<file path="src/rtl/mem_controller_pkg.sv">
// Shared widths and op codes for the LSB/ROB memory controller slice.
package mem_controller_pkg;

    localparam int XLEN           = 32;
    localparam int INST_OP_WIDTH  = 6;
    localparam int ROB_SIZE_WIDTH = 4;

    // Memory op codes (load and store subsets)
    localparam logic [INST_OP_WIDTH-1:0] OP_LB  = 6'd10;
    localparam logic [INST_OP_WIDTH-1:0] OP_LH  = 6'd11;
    localparam logic [INST_OP_WIDTH-1:0] OP_LW  = 6'd12;
    localparam logic [INST_OP_WIDTH-1:0] OP_LBU = 6'd13;
    localparam logic [INST_OP_WIDTH-1:0] OP_LHU = 6'd14;
    localparam logic [INST_OP_WIDTH-1:0] OP_SB  = 6'd15;
    localparam logic [INST_OP_WIDTH-1:0] OP_SH  = 6'd16;
    localparam logic [INST_OP_WIDTH-1:0] OP_SW  = 6'd17;

endpackage

</file>
<file path="src/rtl/mem_controller_load_extend.sv">
// Sign/zero extension of a little-endian assembled load value.
module mem_load_extend
    import mem_controller_pkg::*;
(
    input  logic [INST_OP_WIDTH-1:0] op,
    input  logic [XLEN-1:0]          raw,
    output logic [XLEN-1:0]          result
);

    // Byte/half loads extend from their top bit, word loads pass through
    always_comb begin
        result = raw;
        case (op)
            OP_LB:   result = {{24{raw[7]}}, raw[7:0]};
            OP_LBU:  result = {24'h0, raw[7:0]};
            OP_LH:   result = {{16{raw[15]}}, raw[15:0]};
            OP_LHU:  result = {16'h0, raw[15:0]};
            default: result = raw;
        endcase
    end

endmodule

</file>
<file path="src/rtl/mem_controller.sv">
// Serialises LSB loads and ROB committed stores onto a byte-wide RAM/IO port.
module mem_controller
    import mem_controller_pkg::*;
#(
    parameter logic [31:0] IO_BASE = 32'h30000
) (
    input  logic                      clk,
    input  logic                      rst,
    input  logic                      rdy,
    input  logic                      flush,
    input  logic                      io_buffer_full,
    input  logic                      lsb_mem_enable,
    input  logic [INST_OP_WIDTH-1:0]  lsb_mem_op,
    input  logic [XLEN-1:0]           lsb_mem_addr,
    input  logic [ROB_SIZE_WIDTH-1:0] lsb_mem_id,
    input  logic                      rob_mem_enable,
    input  logic [INST_OP_WIDTH-1:0]  rob_mem_op,
    input  logic [XLEN-1:0]           rob_mem_addr,
    input  logic [XLEN-1:0]           rob_mem_data,
    input  logic [7:0]                mem_din,
    output logic                      mem_busy,
    output logic                      mem_data_ready,
    output logic [XLEN-1:0]           mem_data,
    output logic [ROB_SIZE_WIDTH-1:0] mem_id,
    output logic                      mem_store_done,
    output logic [XLEN-1:0]           mem_a,
    output logic [7:0]                mem_dout,
    output logic                      mem_wr
);

    localparam logic [1:0] S_IDLE       = 2'd0;
    localparam logic [1:0] S_LOAD       = 2'd1;
    localparam logic [1:0] S_STORE      = 2'd2;
    localparam logic [1:0] S_STORE_WAIT = 2'd3;

    function automatic logic [2:0] byte_count(input logic [INST_OP_WIDTH-1:0] op);
        case (op)
            OP_LB, OP_LBU, OP_SB: byte_count = 3'd1;
            OP_LH, OP_LHU, OP_SH: byte_count = 3'd2;
            default:              byte_count = 3'd4;
        endcase
    endfunction

    function automatic logic [7:0] store_byte(input logic [XLEN-1:0] d, input logic [1:0] k);
        case (k)
            2'd0:    store_byte = d[7:0];
            2'd1:    store_byte = d[15:8];
            2'd2:    store_byte = d[23:16];
            default: store_byte = d[31:24];
        endcase
    endfunction

    logic [1:0]                state;
    logic [2:0]                cnt;
    logic [INST_OP_WIDTH-1:0]  op_q;
    logic [XLEN-1:0]           addr_q;
    logic [XLEN-1:0]           data_q;
    logic [XLEN-1:0]           raw_q;
    logic [ROB_SIZE_WIDTH-1:0] id_q;
    logic                      pend_vld;
    logic [INST_OP_WIDTH-1:0]  pend_op;
    logic [XLEN-1:0]           pend_addr;
    logic [ROB_SIZE_WIDTH-1:0] pend_id;

    logic [2:0]                n_q;
    logic                      is_io_q;
    logic                      rob_is_io;
    logic                      take_pend;
    logic                      take_new;
    logic                      pend_set;
    logic [INST_OP_WIDTH-1:0]  ld_op;
    logic [XLEN-1:0]           ld_addr;
    logic [ROB_SIZE_WIDTH-1:0] ld_id;
    logic [XLEN-1:0]           raw_next;
    logic [XLEN-1:0]           ext_data;

    assign n_q       = byte_count(op_q);
    assign is_io_q   = (addr_q[17:16] == IO_BASE[17:16]);
    assign rob_is_io = (rob_mem_addr[17:16] == IO_BASE[17:16]);
    // A waiting store always wins the port; a flush kills any load start
    assign take_pend = (state == S_IDLE) && !rob_mem_enable && pend_vld && !flush;
    assign take_new  = (state == S_IDLE) && !rob_mem_enable && !pend_vld && lsb_mem_enable && !flush;
    assign pend_set  = lsb_mem_enable && !flush && !take_new;
    assign ld_op     = pend_vld ? pend_op   : lsb_mem_op;
    assign ld_addr   = pend_vld ? pend_addr : lsb_mem_addr;
    assign ld_id     = pend_vld ? pend_id   : lsb_mem_id;
    assign mem_busy  = (state != S_IDLE) || pend_vld || lsb_mem_enable || rob_mem_enable;

    // Merge the byte arriving this cycle so the final byte lands in the result directly
    always_comb begin
        raw_next = raw_q;
        case (cnt)
            3'd2:    raw_next[7:0]   = mem_din;
            3'd3:    raw_next[15:8]  = mem_din;
            3'd4:    raw_next[23:16] = mem_din;
            3'd5:    raw_next[31:24] = mem_din;
            default: raw_next = raw_q;
        endcase
    end

    mem_load_extend u_extend (
        .op     (op_q),
        .raw    (raw_next),
        .result (ext_data)
    );

    // Controller FSM, pending-load slot and registered RAM/result outputs
    always_ff @(posedge clk or negedge rst) begin
        if (!rst) begin
            state          <= S_IDLE;
            cnt            <= 3'd0;
            op_q           <= '0;
            addr_q         <= '0;
            data_q         <= '0;
            raw_q          <= '0;
            id_q           <= '0;
            pend_vld       <= 1'b0;
            pend_op        <= '0;
            pend_addr      <= '0;
            pend_id        <= '0;
            mem_data_ready <= 1'b0;
            mem_data       <= '0;
            mem_id         <= '0;
            mem_store_done <= 1'b0;
            mem_a          <= '0;
            mem_dout       <= 8'h00;
            mem_wr         <= 1'b0;
        end else if (rdy) begin
            mem_data_ready <= 1'b0;
            mem_store_done <= 1'b0;
            mem_wr         <= 1'b0;
            if (flush) begin
                pend_vld <= 1'b0;
            end else begin
                if (take_pend) pend_vld <= 1'b0;
                if (pend_set) begin
                    pend_vld  <= 1'b1;
                    pend_op   <= lsb_mem_op;
                    pend_addr <= lsb_mem_addr;
                    pend_id   <= lsb_mem_id;
                end
            end
            case (state)
                S_IDLE: begin
                    if (rob_mem_enable) begin
                        op_q   <= rob_mem_op;
                        addr_q <= rob_mem_addr;
                        data_q <= rob_mem_data;
                        if (rob_is_io && io_buffer_full) begin
                            state <= S_STORE_WAIT;
                            cnt   <= 3'd0;
                        end else begin
                            state    <= S_STORE;
                            mem_a    <= rob_mem_addr;
                            mem_dout <= rob_mem_data[7:0];
                            mem_wr   <= 1'b1;
                            cnt      <= 3'd1;
                        end
                    end else if (take_pend || take_new) begin
                        state  <= S_LOAD;
                        op_q   <= ld_op;
                        addr_q <= ld_addr;
                        id_q   <= ld_id;
                        mem_a  <= ld_addr;
                        cnt    <= 3'd1;
                    end
                end
                S_LOAD: begin
                    if (flush) begin
                        state <= S_IDLE;
                    end else begin
                        if (cnt < n_q) mem_a <= addr_q + {29'b0, cnt};
                        if (cnt >= 3'd2) raw_q <= raw_next;
                        if (cnt == n_q + 3'd1) begin
                            mem_data_ready <= 1'b1;
                            mem_data       <= ext_data;
                            mem_id         <= id_q;
                            state          <= S_IDLE;
                        end
                        cnt <= cnt + 3'd1;
                    end
                end
                default: begin
                    if (cnt == n_q) begin
                        mem_store_done <= 1'b1;
                        state          <= S_IDLE;
                    end else if (is_io_q && io_buffer_full) begin
                        state <= S_STORE_WAIT;
                    end else begin
                        state    <= S_STORE;
                        mem_a    <= addr_q + {29'b0, cnt};
                        mem_dout <= store_byte(data_q, cnt[1:0]);
                        mem_wr   <= 1'b1;
                        cnt      <= cnt + 3'd1;
                    end
                end
            endcase
        end
    end

endmodule

</file>
<file path="config.mk">
export PLATFORM = sky130hd
export DESIGN_NAME = mem_controller
export DESIGN_NICKNAME = d
export VERILOG_FILES = /design/src/rtl/mem_controller_pkg.sv /design/src/rtl/mem_controller_load_extend.sv /design/src/rtl/mem_controller.sv
export SDC_FILE = /design/constraint.sdc
export NUM_CORES = 1
export LEC_CHECK = 0
export BUFFER_PORTS_ARGS = -buffer_cell sky130_fd_sc_hd__buf_2
export CORE_UTILIZATION = 30
export DETAILED_ROUTE_END_ITERATION = 16
export PLACE_DENSITY = 0.49
export SLEW_MARGIN = 5
export SYNTH_ARGS = -nofsm -noshare
export SYNTH_HDL_FRONTEND = slang
export SYNTH_SLANG_ARGS = --single-unit
</file>
<file path="constraint.sdc">
create_clock -name clk -period 6.2 [get_ports clk]
set_clock_uncertainty 0.1 [all_clocks]
set_input_delay 0.93 -clock clk [delete_from_list [all_inputs] [get_ports clk]]
set_output_delay 0.93 -clock clk [all_outputs]
set_load 0.01 [all_outputs]
</file>
==> run_results.csv, run 1 <==
group,metric,value,unit
synth,avgSynthCellArea,10.9,um^2
setup_path,cp_max_fo,23,
synth,syn_area,0.0114,mm^2
route,drt-pass1-iter-count,5,
setup_path,reg2reg_depth,12,
timing,setup_violations,0,
die,die_x,197,um
global_route,grt_max_degree,111,
synth,synth-seq-area-share,0.511,
placed_design,dp_slack,1.51,ns
run,maxCapViolations,0,
route,vias,8559,
cts,clock-sinks,233,
setup_path,worst_ep_arrival_time,5.10,ns
placed_design,io_buffer_count,206,
cts,cts_tree,"yes",
cells_and_area,drive_gt1_frac,0.318,
cts,cts_resized,0,
power,leakage,0.00664,uW
cells_and_area,multi_input_area,0.00527,mm^2
cts,root_buffer,"clkbuf_16",
global_route,grt_pass1_wl,50700,um
synth,synth_edf_count,0,
die,num_io_pins,207,
cells_and_area,utilization,0.374,
setup_path,slowest_delay,1.12,ns
setup_path,worstPathRequired,6.57,ns
cts,postCtsHoldBufs,0,
cts,cts_setup_buffers,0,
setup_path,crit_buf_inv,1,
synth,netlist-cell-type-count,57,
die,core,0.0375,mm^2
global_route,grt_pass1_vias,8715,
timing,setup_slack,1.47,ns
placed_design,dp_hpwl,22100,um
route,viasPerCell,4.85,
die,die_y,197,um
timing,timing.final.crit_share,0.763,
timing,worst_pin_slew,1.14,ns
cells_and_area,layout_common_cells,"dfrtp_1, buf_2, mux2_2",
setup_path,startpoint,"op_q[1]$_DFFE_PN0P_",
synth,ys_seq_elements,233,
timing,grt_setup_unrepaired,"no",
route,postRouteAntennaNets,0,
cells_and_area,fillers,3823,
placed_design,place_congestion,0.801,
timing,holdWs,0.225,ns
timing,layout_min_cycle_time,4.73,ns
timing,clock.fmax,211,MHz
cts,cts_buffers,28,
timing,max-slew-margin-rel,0.231,
setup_path,critPathCaptureType,"flip-flop",
timing,finalHoldViolCount,0,
setup_path,start_kind,"flip-flop",
die,dieArea,0.0388,mm^2
timing,finalSetupTns,0,ns
synth,synthArstFlopShare,1.00,
power,p_per_area,486,mW/mm^2
global_route,gr-total-overflow,0,
setup_path,regToRegStartpoint,"op_q[1]$_DFFE_PN0P_",
cells_and_area,area_delta_synth_final,22.9,%
cts,clk_path_buf_depth,3,
setup_path,timing.rr.end,"mem_a[15]$_DFFE_PN0P_",
synth,synth_ff_type,"dfrtp_1",
global_route,antenna_found_initial,1,
cts,clock_latency,0.53,ns
worst_hold_path,min_path_type,"input port to asynchronous set/reset pin",
power,vdd_drop_max,198,uV
setup_path,rrSetupSlack,1.47,ns
die,rows,71,
setup_path,path_common_cell,"ha_1",
cts,cts_max_level,1,
timing,drv_slew,0,
outcome,status,"complete, no violations",
setup_path,crit_chain,"or4b_2 -> a21oi_1 -> o21bai_1 -> ha_1 -> inv_1 -> nand2b_1 -> ha_1 -> and3_1 -> o21ai_0 -> nand3b_1 -> nor3_2 -> a221o_1",
route,post-route-drc-count,0,
synth,synth_fp_nets,1189,
setup_path,cp_top_family,"simple AND/OR/NAND/NOR gates",
route,wl_per_cell,18.2,um
route,totalWireLength,32100,um
setup_path,crit_type,"flip-flop to flip-flop",
power,fin_total_pwr,6810,uW
synth,ys_warn_count,0,
cts,clk_pin_slew_worst_paths,0.06,ns
route,drt_iter0_drc,429,
cells_and_area,seqCellArea,0.00583,mm^2
cells_and_area,final_common_cell,"dfrtp_1",
cells_and_area,nets,1371,
die,start_util,0.304,
synth,netlist_instances,1049,
setup_path,cp_slowest_cell,"nor3_2",
global_route,track_usage,0.166,
per-stage QoR:
step                      instances  cell area (um^2)
after floorplan                1049             11400
after global placement         1712             13000
after detailed placement       1712             13000
after CTS                      1764             14000
after global routing           1765             14000
final                          1765             14000
synth_stat cells (all sizes together) (8+ instances only):
library cell,instances,area share
nand4,10,0.0055
a222oi,8,0.0070
ha,12,0.013
buf,16,0.0064
inv,20,0.0066
dfrtp,233,0.51
mux2i,80,0.070
nand3,24,0.011
mux2,113,0.11
xnor2,14,0.011
clkbuf,53,0.018
nor2,90,0.030
o21ai,55,0.024
nor4,20,0.012
and3,8,0.0044
nor3,8,0.0035
nand2,75,0.025
xor2,14,0.011
o22a,24,0.018
a21oi,90,0.040
a221o,17,0.015
cells by family (layout without fill, tap and decap cells):
| kind of cell | after synthesis | count (layout) | share of synthesized area |
|---|---|---|---|
| XOR/XNOR | 28 | 28 | 0.0215 |
| buffers and inverters | 89 | 293 | 0.0305 |
| adder cells (fa/ha/maj) | 13 | 13 | 0.0149 |
| flip-flops | 233 | 233 | 0.511 |
| multiplexers | 193 | 193 | 0.182 |
| other | 0 | 1 | 0 |
| AND/OR/NAND/NOR | 267 | 267 | 0.111 |
| AO/OA/AOI/OAI | 226 | 226 | 0.129 |
state kept, by name, summed over array words and instances, names as in the netlist, 6 cells and up:
signal	cells
addr_q	32
data_q	32
mem_a	32
mem_data	32
pend_addr	32
raw_q	32
mem_dout	8
op_q	6
pend_op	6
worst reg2reg max path: stages, from the launching register on:
cell and delay, ns:
dfrtp_1 0.45, or4b_2 0.68, a21oi_1 0.16, o21bai_1 0.11, ha_1 0.20, inv_1 0.07
nand2b_1 0.07, ha_1 0.30, and3_1 0.22, o21ai_0 0.23, nand3b_1 0.69, nor3_2 1.12
a221o_1 0.28
how the worst max path moves through the flow:
stage	slack (ns)	end	depth (start not counted)
after floorplan	2.55	mem_a[16]$_DFFE_PN0P_	14
after global placement	1.60	mem_a[29]$_DFFE_PN0P_	12
after detailed placement	1.51	mem_a[15]$_DFFE_PN0P_	12
after CTS	1.50	mem_a[15]$_DFFE_PN0P_	12
after global routing	1.12	mem_a[31]$_DFFE_PN0P_	12
final	1.47	mem_a[15]$_DFFE_PN0P_	12
layout make-up:
class	count	area share
sequential	233	0.416
clock inverter	13	0.0141
multi-input combinational	727	0.376
clock buffer	39	0.0595
timing repair buffer	221	0.0832
inverter	20	0.00536
tap	511	0.0456
antenna	1	0.000179
per-layer routing:
| metal | track usage | wire, um | up-vias |
|---|---|---|---|
| li1 | - | - | 4167 |
| met1 | 0.229 | 15200 | 4175 |
| met2 | 0.276 | 15100 | 185 |
| met3 | 0.0246 | 1320 | 32 |
| met4 | 0.0362 | 513 | 0 |
| met5 | 0 | 0 | - |
power breakdown:
part	total, uW	internal (uW)	switching [uW]
clock	1810	1140	666
combinational	2390	1110	1280
sequential	2610	2160	452
total	6810	4410	2390
Power figures use the tool's default switching activity.
==> run 2: changes to the inputs <==
--- a/config.mk
+++ b/config.mk
@@ -8,7 +8,7 @@
 export BUFFER_PORTS_ARGS = -buffer_cell sky130_fd_sc_hd__buf_2
 export CORE_UTILIZATION = 30
 export DETAILED_ROUTE_END_ITERATION = 16
-export PLACE_DENSITY = 0.49
+export PLACE_DENSITY = 0.51
 export SLEW_MARGIN = 5
 export SYNTH_ARGS = -nofsm -noshare
 export SYNTH_HDL_FRONTEND = slang
==> constraint.sdc (replaced) <==
create_clock -name clk -period 4.1 [get_ports clk]
set_clock_uncertainty 0.1 [all_clocks]
set_input_delay 0.615 -clock clk [delete_from_list [all_inputs] [get_ports clk]]
set_output_delay 0.615 -clock clk [all_outputs]
set_load 0.01 [all_outputs]
==> run_results.csv, run 2 (synthesized netlist as in run 1, its figures left out) <==
group,metric,value,unit
setup_path,regToRegStartpoint,"op_q[1]$_DFFE_PN0P_",
timing,finalHoldViolCount,0,
setup_path,slowest_delay,0.69,ns
placed_design,dp_hpwl,22000,um
global_route,track_usage,0.164,
placed_design,place_congestion,0.782,
timing,grt_setup_unrepaired,"no",
power,intPower,6630,uW
power,p_clk_frac,0.260,
setup_path,path_common_cell,"ha_1",
setup_path,crit_chain,"or4b_2 -> a21oi_1 -> o21bai_1 -> ha_1 -> inv_1 -> nand2b_1 -> ha_1 -> and3_1 -> o21ai_0 -> nand3b_1 -> or2_2 -> buf_12 -> a221o_1",
die,core,0.0375,mm^2
cts,cts_buffers,29,
cts,clock_latency,0.55,ns
global_route,gr-total-overflow,0,
die,die_x,197,um
setup_path,worst_ep_arrival_time,4.05,ns
setup_path,crit_cells,13,
power,vdd_drop_max,317,uV
timing,clock.fmax,269,MHz
cells_and_area,drive_gt1_frac,0.316,
die,dieArea,0.0388,mm^2
setup_path,critPathCaptureType,"flip-flop",
die,rows,71,
outcome,status,"complete, no violations",
timing,timing.final.crit_share,0.907,
setup_path,rrSetupSlack,0.38,ns
cts,clock-sinks,233,
power,p_per_area,725,mW/mm^2
route,drt-pass1-iter-count,5,
setup_path,worstPathRequired,4.43,ns
timing,setup_violations,0,
setup_path,reg2reg_depth,13,
cts,postCtsHoldBufs,0,
setup_path,startpoint,"op_q[1]$_DFFE_PN0P_",
power,switching_share,0.350,
timing,worst_pin_slew,1.02,ns
cts,cts_max_level,1,
cts,root_buffer,"clkbuf_16",
cts,cts_setup_buffers,0,
timing,layout_min_cycle_time,3.72,ns
timing,max-slew-margin-rel,0.317,
power,pwr-share-seq,0.385,
power,netSwitchingPower,3570,uW
setup_path,cp_top_family,"simple AND/OR/NAND/NOR gates",
cells_and_area,area_delta_synth_final,23.4,%
global_route,antenna_found_initial,3,
placed_design,placed_area,0.0131,mm^2
die,start_util,0.304,
worst_hold_path,min_path_type,"input port to asynchronous set/reset pin",
setup_path,cp_slowest_cell,"or4b_2",
setup_path,crit_path_end,"mem_a[23]$_DFFE_PN0P_",
setup_path,timing.rr.end,"mem_a[23]$_DFFE_PN0P_",
cells_and_area,final_common_cell,"dfrtp_1",
power,comb_power_share,0.355,
route,vias,8801,
die,num_io_pins,207,
route,wl_per_cell,17.9,um
setup_path,cp_max_fo,32,
die,die_y,197,um
cells_and_area,utilization,0.375,
placed_design,io_buffer_count,206,
setup_path,crit_buf_inv,2,
cells_and_area,nets,1380,
cts,clk_path_buf_depth,3,
setup_path,crit_type,"flip-flop to flip-flop",
cts,cts_resized,0,
route,totalWireLength,31900,um
run,maxCapViolations,0,
global_route,grt_pass1_vias,8695,
setup_path,start_kind,"flip-flop",
global_route,grt_pass1_wl,49800,um
global_route,grt_max_degree,104,
cts,cts_tree,"yes",
route,viasPerCell,4.96,
cells_and_area,design_area,0.0141,mm^2
route,post-route-drc-count,0,
route,drt_iter0_drc,374,
cells_and_area,layout_common_cells,"dfrtp_1, buf_2, mux2_2",
route,postRouteAntennaNets,0,
cts,clk_pin_slew_worst_paths,0.06,ns
timing,drv_slew,0,
timing,finalSetupTns,0,ns
power,leakage,0.00667,uW
==> run 2: how the worst min path moves through the flow <==
stage | startpoint | slack, ns | endpoint
6_report | rst | 0.002 | pend_id[0]$_DFFE_PN0P_
5_1_grt | rst | 0.07 | pend_id[0]$_DFFE_PN0P_
4_1_cts | rst | 0.04 | pend_id[0]$_DFFE_PN0P_
3_5_place_dp | mem_wr$_DFFE_PN0P_ | 0.37 | mem_wr$_DFFE_PN0P_
3_3_place_gp | mem_wr$_DFFE_PN0P_ | 0.37 | mem_wr$_DFFE_PN0P_
2_1_floorplan | rst | 0.22 | addr_q[0]$_DFFE_PN0P_
==> run 2: area by class of cell <==
class	count	area (um^2)
diodes	3	7.51
clock buffers	45	846
multi-input cells	727	5260
flip-flops and latches	233	5830
well taps	511	639
clock inverters	7	141
inverters	20	75.1
repair buffers	229	1260
fillers	3866	23400
==> run 2: power by group through the flow <==
| stage | combinational (uW) | sequential [uW] | clock [uW] |
|---|---|---|---|
| floorplan | 2370 | 3950 | 0 |
| global placement | 3630 | 3940 | 0 |
| detailed placement | 3680 | 3970 | 0 |
| CTS | 3690 | 3940 | 2750 |
| global route | 4030 | 4060 | 2840 |
| finish | 3620 | 3930 | 2660 |
==> run 2: routing by layer <==
layer  part of all wire  GRT usage
met1               0.47      0.229
met5                  0          0
met4              0.029     0.0577
met3              0.051     0.0308
met2               0.45      0.253
==> run 2: per-stage QoR <==
stage,setup WS (ns),hold WS (ns),power [uW],cells
2_1_floorplan,0.450,0.219,6320,1049
3_3_place_gp,0.450,0.367,7570,1720
3_5_place_dp,0.406,0.373,7650,1720
4_1_cts,0.383,0.0374,10400,1772
5_1_grt,0.143,0.0707,10900,1775
6_report,0.382,0.00167,10200,1775
==> run 3: changes to the inputs <==
--- a/config.mk
+++ b/config.mk
@@ -8,6 +8,7 @@
 export BUFFER_PORTS_ARGS = -buffer_cell sky130_fd_sc_hd__buf_2
 export CORE_UTILIZATION = 30
 export DETAILED_ROUTE_END_ITERATION = 16
+export HOLD_SLACK_MARGIN = 0.12
 export PLACE_DENSITY = 0.51
 export SLEW_MARGIN = 5
 export SYNTH_ARGS = -nofsm -noshare
==> run_results.csv, run 3 (synthesized netlist as in run 1, its figures left out) <==
group,metric,value,unit
outcome,status,"complete, no violations",
route,post-route-drc-count,0,
setup_path,start_kind,"flip-flop",
global_route,gr-usage-met1,0.229,
cts,cts_tree,"yes",
timing,worst_pin_slew,1.01,ns
timing,max-slew-margin-rel,0.326,
timing,clock.fmax,269,MHz
cells_and_area,final_common_cell,"dfrtp_1",
die,dieArea,0.0388,mm^2
setup_path,worst_ep_arrival_time,4.04,ns
route,drt-pass1-iter-count,6,
setup_path,path_common_cell,"ha_1",
cts,cts_resized,0,
cts,root_buffer,"clkbuf_16",
cts,clock_latency,0.55,ns
die,start_util,0.304,
global_route,use_met2,0.253,
placed_design,dp_hpwl,22000,um
cells_and_area,layout_common_cells,"dfrtp_1, buf_2, mux2_2",
placed_design,io_buffer_count,206,
setup_path,cp_slowest_cell,"or4b_2",
cts,cts_max_level,1,
global_route,gr-total-overflow,0,
setup_path,worstPathRequired,4.43,ns
timing,layout_min_cycle_time,3.71,ns
cells_and_area,multi_input_area,0.00526,mm^2
global_route,track_usage,0.164,
global_route,grt_pass1_vias,8695,
setup_path,startpoint,"op_q[1]$_DFFE_PN0P_",
global_route,busiest_layer,"met2",
timing,drv_slew,0,
global_route,met3_usage,0.0308,
timing,finalSetupTns,0,ns
die,rows,71,
timing,grt_setup_unrepaired,"no",
setup_path,cp_top_family,"simple AND/OR/NAND/NOR gates",
cells_and_area,area_delta_synth_final,23.4,%
setup_path,slowest_delay,0.69,ns
route,wl_per_cell,18.0,um
setup_path,cp_max_fo,32,
setup_path,regToRegStartpoint,"op_q[1]$_DFFE_PN0P_",
cts,clk_path_buf_depth,3,
cells_and_area,nets,1381,
global_route,grt_max_degree,104,
route,viasPerCell,4.94,
die,die_x,197,um
timing,timing.final.crit_share,0.906,
run,maxCapViolations,0,
die,die_y,197,um
timing,setup_violations,0,
worst_hold_path,min_path_type,"input port to flip-flop",
route,drt_iter0_drc,358,
die,core,0.0375,mm^2
cells_and_area,fillers,3865,
route,vias,8782,
cts,clk_pin_slew_worst_paths,0.06,ns
setup_path,crit_type,"flip-flop to flip-flop",
cells_and_area,seqCellArea,0.00583,mm^2
worst_hold_path,min_from,"rob_mem_data[31]",
timing,finalHoldViolCount,0,
placed_design,place_congestion,0.782,
power,leakage,0.00667,uW
power,vdd_drop_max,317,uV
cells_and_area,utilization,0.375,
global_route,grt_pass1_wl,49800,um
route,postRouteAntennaNets,0,
die,num_io_pins,207,
cells_and_area,drive_gt1_frac,0.316,
cts,clock-sinks,233,
global_route,antenna_found_initial,3,
setup_path,crit_chain,"or4b_2 -> a21oi_1 -> o21bai_1 -> ha_1 -> inv_1 -> nand2b_1 -> ha_1 -> and3_1 -> o21ai_0 -> nand3b_1 -> or2_2 -> buf_12 -> a221o_1",
setup_path,crit_buf_inv,2,
route,totalWireLength,31900,um
setup_path,critPathCaptureType,"flip-flop",
cts,cts_buffers,29,
power,p_per_area,725,mW/mm^2
-- run 3: cell count changes in the layout (fill, tap and decap cells not counted) --
| cell | change |
|---|---|
| dlygate4sd3_1 | +1 |
-- run 3: layout make-up --
cell class	count	share of cell area
Clock inverter	7	0.0100
Multi-Input combinational cell	727	0.374
Inverter	20	0.00533
Antenna cell	3	0.000533
Sequential cell	233	0.414
Tap cell	511	0.0454
Clock buffer	45	0.0601
Timing Repair Buffer	230	0.0905
-- run 3: final timing paths --
kind | depth (start not counted) | end | slack (ns)
max in group asynchronous | 3 | data_q[17]$_DFFE_PN0P_ | 2.39
worst min register to register | 1 | mem_wr$_DFFE_PN0P_ | 0.38
worst max register to register | 13 | mem_a[23]$_DFFE_PN0P_ | 0.39
worst max-delay path | 13 | mem_a[23]$_DFFE_PN0P_ | 0.39
worst min-delay path | 2 | data_q[31]$_DFFE_PN0P_ | 0.20
min in group asynchronous | 2 | pend_id[0]$_DFFE_PN0P_ | 0.60
-- run 3: per-layer routing --
layer	wire, um	vias up
met4	933	0
met3	1540	59
met2	14500	206
li1	-	4208
met5	0	-
met1	14900	4309
-- run 3: per-stage QoR --
stage	hold WS, ns	power, uW	area [um^2]	worst slack, ns	instances
detailed placement	0.373	7650	13100	0.406	1720
finish	0.195	10200	14100	0.387	1776
CTS	0.158	10400	14100	0.383	1773
floorplan	0.219	6320	11400	0.450	1049
global placement	0.367	7570	13100	0.450	1720
global route	0.168	10900	14100	0.143	1776
-- run 3: what timing repair did --
item | in CTS | in global routing
hold buffers | 1 | 0
hold endpoints to repair | 101 | 0
setup buffers | 0 | 0
-- run 3: power breakdown --
| part | total (uW) | internal (uW) | leakage [uW] | switching [uW] |
|---|---|---|---|---|
| logic | 3620 | 1710 | 0.00326 | 1910 |
| clock network | 2660 | 1660 | 0.000477 | 1000 |
| registers | 3930 | 3260 | 0.00293 | 666 |
